[src/rtl/oversampled_frame_rx_pkg.sv]
// Shared types and constants for the oversampled serial frame receiver.
// Holds the receiver state encoding and the counter width helper.
package oversampled_frame_rx_pkg;

    typedef enum logic [1:0] {
        IDLE,
        START,
        DATA,
        STOP
    } rx_state_t;

    localparam int CLK_DIV_40K         = 1250;
    localparam int SAMPLES_PER_BIT_DEF = 10;
    localparam int CODE_BITS_DEF       = 8;

    // Number of bits needed to hold the values 0..n-1 (never less than one).
    function automatic int width_for(input int n);
        int w;
        w = 1;
        while ((1 << w) < n) w++;
        return w;
    endfunction

endpackage

[src/rtl/oversampled_frame_rx_tick_divider.sv]
// Free-running divider that produces a one-clock sample tick every DIV clocks.
// The count is never restarted by frame activity, only by reset.
module tick_divider
    import oversampled_frame_rx_pkg::*;
#(
    parameter int DIV = CLK_DIV_40K
) (
    input  logic CLOCK_50,
    input  logic rst_n,
    output logic tick
);

    localparam int CW = width_for(DIV);
    localparam logic [CW-1:0] LAST = CW'(DIV - 1);

    logic [CW-1:0] cnt;

    // tick is high during the clock in which the counter sits at zero
    always_ff @(posedge CLOCK_50 or negedge rst_n) begin
        if (!rst_n) begin
            cnt  <= '0;
            tick <= 1'b0;
        end else if (cnt == LAST) begin
            cnt  <= '0;
            tick <= 1'b1;
        end else begin
            cnt  <= cnt + CW'(1);
            tick <= 1'b0;
        end
    end

endmodule

[src/rtl/oversampled_frame_rx.sv]
// Oversampling serial frame receiver: start bit, CODE_BITS data bits (MSB first),
// stop bit, each bit decided by a majority vote over SAMPLES_PER_BIT ticks.
module oversampled_frame_rx
    import oversampled_frame_rx_pkg::*;
#(
    parameter int   CLK_DIV         = CLK_DIV_40K,
    parameter int   SAMPLES_PER_BIT = SAMPLES_PER_BIT_DEF,
    parameter int   CODE_BITS       = CODE_BITS_DEF,
    parameter logic IDLE_LEVEL      = 1'b0
) (
    input  logic                 CLOCK_50,
    input  logic                 rst_n,
    input  logic                 rx_in,
    output logic [CODE_BITS-1:0] code,
    output logic                 code_valid,
    output logic                 frame_err,
    output logic                 busy
);

    localparam int OW = width_for(SAMPLES_PER_BIT + 1);
    localparam int SW = width_for(SAMPLES_PER_BIT);
    localparam int BW = width_for(CODE_BITS);

    localparam logic [OW-1:0] HALF        = OW'(SAMPLES_PER_BIT / 2);
    localparam logic [SW-1:0] LAST_SAMPLE = SW'(SAMPLES_PER_BIT - 1);
    localparam logic [BW-1:0] LAST_BIT    = BW'(CODE_BITS - 1);

    logic                 rx_meta;
    logic                 rx_s;
    logic                 tick;
    rx_state_t            state;
    logic [OW-1:0]        ones;
    logic [SW-1:0]        sample_cnt;
    logic [BW-1:0]        bit_cnt;
    logic [CODE_BITS-1:0] shift_reg;

    logic [OW-1:0]        ones_next;
    logic                 window_close;
    logic                 vote;
    logic [CODE_BITS-1:0] shift_next;

    tick_divider #(
        .DIV (CLK_DIV)
    ) u_tick (
        .CLOCK_50 (CLOCK_50),
        .rst_n    (rst_n),
        .tick     (tick)
    );

    // Two-flop synchroniser; idles at the line's rest level so reset looks like no activity
    always_ff @(posedge CLOCK_50 or negedge rst_n) begin
        if (!rst_n) begin
            rx_meta <= IDLE_LEVEL;
            rx_s    <= IDLE_LEVEL;
        end else begin
            rx_meta <= rx_in;
            rx_s    <= rx_meta;
        end
    end

    always_comb begin
        ones_next    = ones + {{(OW-1){1'b0}}, rx_s};
        window_close = (sample_cnt == LAST_SAMPLE);
        vote         = (ones_next > HALF);
        shift_next   = '0;
        shift_next[0] = vote;
        for (int i = 1; i < CODE_BITS; i++) begin
            shift_next[i] = shift_reg[i-1];
        end
    end

    // Everything advances on the sample tick; the strobes default low every clock
    always_ff @(posedge CLOCK_50 or negedge rst_n) begin
        if (!rst_n) begin
            state      <= IDLE;
            ones       <= '0;
            sample_cnt <= '0;
            bit_cnt    <= '0;
            shift_reg  <= '0;
            code       <= '0;
            code_valid <= 1'b0;
            frame_err  <= 1'b0;
            busy       <= 1'b0;
        end else begin
            code_valid <= 1'b0;
            frame_err  <= 1'b0;
            if (tick) begin
                if (state == IDLE) begin
                    // The detecting tick is already the first sample of the start window
                    if (rx_s != IDLE_LEVEL) begin
                        state      <= START;
                        busy       <= 1'b1;
                        ones       <= {{(OW-1){1'b0}}, rx_s};
                        sample_cnt <= SW'(1);
                    end
                end else if (window_close) begin
                    ones       <= '0;
                    sample_cnt <= '0;
                    case (state)
                        START: begin
                            if (vote == ~IDLE_LEVEL) begin
                                state   <= DATA;
                                bit_cnt <= '0;
                            end else begin
                                state <= IDLE;
                                busy  <= 1'b0;
                            end
                        end
                        DATA: begin
                            shift_reg <= shift_next;
                            if (bit_cnt == LAST_BIT) begin
                                state <= STOP;
                            end else begin
                                bit_cnt <= bit_cnt + BW'(1);
                            end
                        end
                        STOP: begin
                            if (vote == IDLE_LEVEL) begin
                                code       <= shift_reg;
                                code_valid <= 1'b1;
                            end else begin
                                frame_err <= 1'b1;
                            end
                            state <= IDLE;
                            busy  <= 1'b0;
                        end
                        default: begin
                            state <= IDLE;
                            busy  <= 1'b0;
                        end
                    endcase
                end else begin
                    ones       <= ones_next;
                    sample_cnt <= sample_cnt + SW'(1);
                end
            end
        end
    end

endmodule

[config.mk]
export PLATFORM = sky130hd
export DESIGN_NAME = oversampled_frame_rx
export DESIGN_NICKNAME = d
export VERILOG_FILES = /design/src/rtl/oversampled_frame_rx_pkg.sv /design/src/rtl/oversampled_frame_rx_tick_divider.sv /design/src/rtl/oversampled_frame_rx.sv
export SDC_FILE = /design/constraint.sdc
export NUM_CORES = 1
export LEC_CHECK = 0
export CAP_MARGIN = 20
export CORE_MARGIN = 8
export CORE_UTILIZATION = 35
export DETAILED_ROUTE_END_ITERATION = 6
export DONT_BUFFER_PORTS = 1
export GPL_TIMING_DRIVEN = 0
export PLACE_DENSITY = 0.51
export SLEW_MARGIN = 15
export SYNTH_ARGS = -nofsm -noshare
export SYNTH_HDL_FRONTEND = slang
export SYNTH_SLANG_ARGS = --single-unit
export TNS_END_PERCENT = 10
[constraint.sdc]
create_clock -name CLOCK_50 -period 2.3 [get_ports CLOCK_50]
set_input_delay 0.46 -clock CLOCK_50 [delete_from_list [all_inputs] [get_ports CLOCK_50]]
set_output_delay 0.46 -clock CLOCK_50 [all_outputs]
set_load 0.05 [all_outputs]
==> results.yml <==
power_and_ir_drop:
  p_int_mw: 1.06
  power_density_mw_per_mm2: 566
  power_frac_comb: 0.016
  p_total_mw: 1.33
  ir_drop_mv: 0.296
  p_sw_uw: 272
  p_leak_nw: 1.14
  pwr-share-seq: 0.610
  pwr-share-clk: 0.374
  switching_share: 0.205
global_route:
  grt_use_total: 0.0893
  grt_pass1_wl_mm: 6.29
  antenna_found_initial: 0
  grt_pass1_vias: 1356
  gr-total-overflow: 0
  grt_start_max_net_pins: 47
detailed_routing:
  totalWireLength_mm: 3.73
  via_per_inst: 5.07
  firstDrtPassIters: 4
  ant_nets: 0
  drtIter0Drc: 70
  drc: 0
  num_vias: 1299
  wire_per_inst_um: 14.6
timing:
  final_hold_viol_count: 1
  rsz0062_at_grt: "false"
  slew_violations: 0
  max_freq_mhz: 475
  skew_ns: 0.00656
  whs_ns: -0.00241
  relSlewSlack: 0.636
  finalSetupTns_ns: 0
  min_period_ns: 2.10
  setup_violations: 0
  period_share: 0.915
  tightest_slew_ns: 0.546
outcome:
  status: "complete, but fails checks"
  violations: "negative hold slack"
floorplanning:
  boundaryPins: 14
  dieWidth_um: 94.1
  die_height_um: 94.1
  start_util: 0.360
  dieArea_mm2: 0.00885
  core_region_area_mm2: 0.00592
  rows: 28
logic_synthesis:
  ys.warnings.count: 0
  synth_area_mm2: 0.00213
  synth_ff_type: "dfrtp_1"
  syn_nets: 187
  synth_seq_area_share: 0.540
  synth_cells: 172
  synth_cell_types: 41
  syn_area_per_cell_um2: 12.4
  async_flop_share: 1.00
  synth_edf_count: 0
  ys_seq_elements: 46
run:
  maxCapViolations: 0
critical_path:
  endpoint_kind: "flip-flop"
  crit_type: "reg -> reg"
  startpoint_type: "flip-flop"
  crit_required_ns: 2.48
  worstPathMaxFanout: 8
  cp.arrival_ns: 2.28
worst_hold_path:
  hp-class: "in -> async"
finish:
  area_growth_pct: 10.3
  layout.nets: 195
  drive_gt1_frac: 0.210
  largest_reg_flops: 11
  utilization: 0.397
  n_antenna_cell: 0
clocking:
  cts_buffer_depth: 2
  cts_tree: "done"
  numClockSinks: 46
  clk_latency_ns: 0.29
  ctsHtreeMaxLevel: 2
  numCtsBuffers: 5
  clkTransAtPathRegs_ns: 0.08
  clockRootBuffer: "clkbuf_8"
  post_cts_buffers: 0
placement:
  place_hpwl_mm: 2.61
  place.gp.congestion: 0.761
  numPortBuffers: 0
-- power groups by stage --
| stage | Clock (mW) | Sequential [mW] | Combinational, mW |
|---|---|---|---|
| after global routing | 0.547 | 0.812 | 0.0256 |
| after CTS | 0.519 | 0.812 | 0.0231 |
| after detailed placement | 0 | 0.828 | 0.00125 |
| after global placement | 0 | 0.828 | 0.00126 |
| after floorplan | 0 | 0.827 | 0.00113 |
| final | 0.497 | 0.811 | 0.0214 |
-- area by class of cell --
class,instances,area (um2)
tap,75,93.8
buffer,1,5.00
inverter,5,18.8
sequential,46,1150
timing repair buffer,1,27.5
multi-input combinational,120,965
fill,576,3570
clock buffer,7,86.3
clock inverter,1,5.00
-- cell families after synthesis --
| kind of cell | synth area share |
|---|---|
| AND/OR/NAND/NOR | 0.141 |
| XOR/XNOR | 0.0493 |
| adder cells (fa/ha/maj) | 0.0704 |
| buffers and inverters | 0.0111 |
| flip-flops | 0.540 |
| multiplexers | 0.0951 |
| AO/OA/AOI/OAI | 0.0927 |
-- per-layer routing --
metal	track usage	wire [um]
met2	0.143	1800
met3	0.0304	140
met1	0.107	1710
met4	0.0370	71
met5	0	0
-- cell usage after synthesis, types with 2 or more instances --
| library cell | n | area share |
|---|---|---|
| dfrtp_1 | 46 | 0.54 |
| mux2_2 | 18 | 0.095 |
| nor2_1 | 13 | 0.023 |
| ha_1 | 12 | 0.070 |
| nand2_1 | 10 | 0.018 |
| o21ai_0 | 7 | 0.016 |
| xor2_1 | 7 | 0.029 |
| nand3_1 | 6 | 0.014 |
| a22o_1 | 5 | 0.021 |
| xnor2_1 | 5 | 0.021 |
| inv_1 | 4 | 0.0070 |
| and2_1 | 3 | 0.0088 |
| nor2b_1 | 3 | 0.0088 |
| a21oi_1 | 2 | 0.0047 |
| a41o_1 | 2 | 0.0094 |
| nand4_1 | 2 | 0.0059 |
| nand4_2 | 2 | 0.012 |
| o211ai_1 | 2 | 0.0070 |
-- per-stage QoR --
step,worst slack [ns],cell area (um2),std cells
after floorplan,0.503,2130,172
after global placement,0.147,2230,247
after detailed placement,0.118,2230,247
after CTS,0.0947,2340,256
after global routing,0.0604,2350,256
final,0.195,2350,256
-- repair_timing --
item	4_1_cts	5_1_grt
hold endpoints to repair	46	0
hold buffers	1	0
gates resized for setup	0	1
endpoints found under the setup margin	0	8
-- critical path: stages, from the launching register on --
cell	delay (ns)
dfrtp_1	0.45
ha_1	0.26
ha_1	0.20
xor2_1	0.22
nand2_1	0.20
nand4_2	0.29
mux2_2	0.38
-- cell usage in the layout, fill, tap and decap left out, drive strengths merged, types with 2 or more instances in the layout --
master	n
clkbuf	7
nor3	2
dfrtp	46
xnor2	5
nand4	4
o21ai	9
nor2b	3
nor2	13
inv	5
ha	12
a21oi	2
nand3	6
mux2	18
a41o	2
nand2	10
a22o	5
and2	3
o211ai	2
buf	2
xor2	7
-- final timing paths --
path | to | start | slack, ns | cells after the start
min | ones[2] | rst_n | -0.002 | 1
min reg2reg | rx_s | rx_meta | 0.36 | 0
max in group asynchronous | code_valid | rst_n | 2.07 | 1
max reg2reg | code[2] | rx_s | 0.20 | 6
min in group CLOCK_50 | rx_meta | rx_in | 0.20 | 0
max | code[2] | rx_s | 0.20 | 6
No activity file was read; power rests on OpenSTA's default activity.
==> RTL change, RTL diff (same settings) <==
Re-encode `rx_state_t` (4 states) as one-hot, 4 bits wide.
--- a/src/rtl/oversampled_frame_rx_pkg.sv
+++ b/src/rtl/oversampled_frame_rx_pkg.sv
@@ -3,9 +3,9 @@
 package oversampled_frame_rx_pkg;
 
-    typedef enum logic [1:0] {
-        IDLE,
-        START,
-        DATA,
-        STOP
+    typedef enum logic [3:0] {
+        IDLE  = 4'b0001,
+        START = 4'b0010,
+        DATA  = 4'b0100,
+        STOP  = 4'b1000
     } rx_state_t;
 
Behaviour: no difference found for any inputs over 10 cycles, from zero or initial values and one cycle with rst_n low; not proved beyond that.
==> RTL change against the original RTL <==
Synthesized cell count grew 13%; die area grew 4.6%; synthesized area grew 5.6%; sequential share of layout area shrank 1.3 points; critical endpoint is now code[5]; final area grew 7.4%; cell count grew 10%; power grew 12%; sequential cell count grew 2; wire length grew 9.1%; critical path depth is the same; setup slack lost 0.014 ns.
==> RTL change: results (changes against the original RTL) <==
stage,metric,value,unit,change
run_status,status,completed,,was finished with violations
route,DR pass1 iterations,4,,unchanged
clock_network,Root Buffer,clkbuf_8,,unchanged
pwr,LEAKAGE,1.16,nW,was 1.14 nW
clock_network,TritonCTS buffer count,5,,unchanged
global_routing,gr usage total,9.54,%,was 8.93%
worst_setup_path,worst reg2reg setup slack,0.18,ns,
worst_setup_path,WP data arrival,2.31,ns,was 2.28 ns
synth,Post-synth ARST share,100,%,unchanged
placement,Placement Cell Area,0.00235,mm^2,was 0.00223 mm^2
hold_path,worst min-delay path class,in -> reg,,was in -> async
synth,top area cells in the synthesized netlist,"dfrtp_1 52%, mux2_2 9.0%, ha_1 4.4%, nand2_1 2.8%, xnor2_1 2.7%",,"was dfrtp_1 54%, mux2_2 9.5%, ha_1 7.0%, xor2_1 2.9%, nor2_1 2.3%"
synth,register area share after synthesis,53.4,%,was 54.0%
finish,ratio of cells with drive above 1 in the final layout,20.0,%,was 21.0%
finish,# diodes,0,,unchanged
pwr,Worst VDD drop,358,uV,was 296 uV
worst_setup_path,r2r startpoint,rx_s,,unchanged
placement,Post-DP HPWL,2.81,mm,was 2.61 mm
placement,input/output buffers,0,,unchanged
clock_network,CTS max path bufs,2,,unchanged
placement,GP Congestion,0.738,,was 0.761
route,total length of routed wires,4.07,mm,was 3.73 mm
hold_path,Worst Hold End,rx_meta,,
worst_setup_path,CP max stage delay,0.46,ns,
synth,Post-Syn Nets,206,,was 187
clock_network,"CTS clk-pin slew, worst paths",0.09,ns,
timing,worst slew pin tran,0.871,ns,was 0.546 ns
synth,Yosys cell types,46,,was 41
worst_setup_path,FF-to-FF path depth,6,,unchanged
synth,Synth top cells by count,"47 x dfrtp_1, 18 x mux2_2, 17 x nand2_1",,"was 46 x dfrtp_1, 18 x mux2_2, 13 x nor2_1"
global_routing,global-route wire length before repair,6.80,mm,was 6.29 mm
finish,max FFs per register,11,,unchanged
hold_path,worst hold stages,0,,
clock_network,H-tree depth,2,,unchanged
worst_setup_path,crit-path max FO,9,,was 8
clock_network,Skew-Pair Late Insertion Delay,0.30,ns,
global_routing,initial antenna violation count,0,,unchanged
worst_setup_path,"slowest stage cell, crit path",dfrtp_1,,unchanged
finish,Final nets,215,,was 195
route,routed vias,1441,,was 1299
route,Iteration-0 DRC Markers,42,,was 70
synth,number of synthesis warnings,0,,unchanged
timing,Fin Clk Skew,0.00520,ns,was 0.00656 ns
hold_path,Worst Hold Launch,rx_in,,
worst_setup_path,reg2reg end,code[5],,was code[2]
worst_setup_path,critical path's top delay family,adder cells,,was simple AND/OR/NAND/NOR gates
global_routing,pin count of the biggest net entering global routing,49,,was 47
finish,Filler Cells Inserted,604,,was 576
-- RTL change: cell count changes in the layout (fill, tap and decap cells not counted), sizes merged, moves of 3 or more --
cell   delta
nand2     +8
a22o      -3
inv       +3
xor2      -4
and3      +4
nor4b     +4
ha        -4
-- RTL change: area by class of cell --
| type | count | share of cell area (%) |
|---|---|---|
| Sequential cell | 48 | 47.6 |
| Inverter | 8 | 1.19 |
| Timing Repair Buffer | 2 | 1.49 |
| Buffer | 5 | 1.39 |
| Multi-Input combinational cell | 134 | 39.9 |
| Clock inverter | 3 | 1.88 |
| Clock buffer | 5 | 2.72 |
| Tap cell | 77 | 3.81 |
-- RTL change: cells by family (layout without fill, tap and decap cells) --
| kind of cell | after synthesis | in the layout | share of synthesized area [%] |
|---|---|---|---|
| adder cells (fa/ha/maj) | 8 | 8 | 4.45 |
| XOR/XNOR | 10 | 10 | 3.89 |
| AO/OA/AOI/OAI | 28 | 28 | 8.23 |
| buffers and inverters | 13 | 23 | 2.89 |
| AND/OR/NAND/NOR | 68 | 68 | 16.7 |
| multiplexers | 20 | 20 | 10.5 |
| flip-flops | 48 | 48 | 53.4 |
-- RTL change: worst register-to-register path, cell delays in order (launching register included) --
cell     delay (ns)
dfrtp_1        0.46
ha_1           0.28
ha_1           0.29
nor2b_1        0.14
o21ai_2        0.27
nand4_4        0.24
mux2_2         0.33
-- RTL change: worst max-delay path by stage --
stage          startpoint      end  slack [ns]  cells past startpoint
6_report             rx_s  code[5]        0.18                      6
5_1_grt              rx_s  code[5]        0.04                      6
4_1_cts              rx_s  code[5]        0.03                      6
3_5_place_dp         rx_s  code[5]       -0.23                      6
3_3_place_gp         rx_s  code[3]       -0.24                      6
2_1_floorplan        rx_s  code[0]        0.14                      6
-- RTL change: layer usage --
layer / global-route usage [%] / routed length (um) / vias to the layer above
met1: 12.8 / 2030 / 708
met4: 4.61 / 80 / 0
met2: 13.6 / 1810 / 17
met3: 2.89 / 148 / 7
li1: - / - / 709
met5: 0 / 0 / -
-- RTL change: repair_timing --
action	CTS	global route
endpoints found under the setup margin	8	14
buffers inserted	0	0
pin swaps	1	0
hold buffers	2	0
resized for setup	2	3
hold endpoints to repair	48	0
-- RTL change: power by group --
group / switching [mW] / total (mW) / internal (mW)
combinational: 0.0178 / 0.0246 / 0.00673
sequential: 0.00196 / 0.847 / 0.845
clock: 0.293 / 0.621 / 0.328
-- RTL change: stage by stage --
stage	instances	power, mW	setup slack (ns)	hold WS (ns)	utilization (%)
2_1_floorplan	195	0.865	0.140	0.164	-
3_3_place_gp	272	0.866	-0.237	0.167	37.4
3_5_place_dp	272	0.866	-0.232	0.167	37.4
4_1_cts	282	1.53	0.0286	0.161	40.0
5_1_grt	282	1.55	0.0402	0.157	40.2
6_report	282	1.49	0.181	0.177	40.2
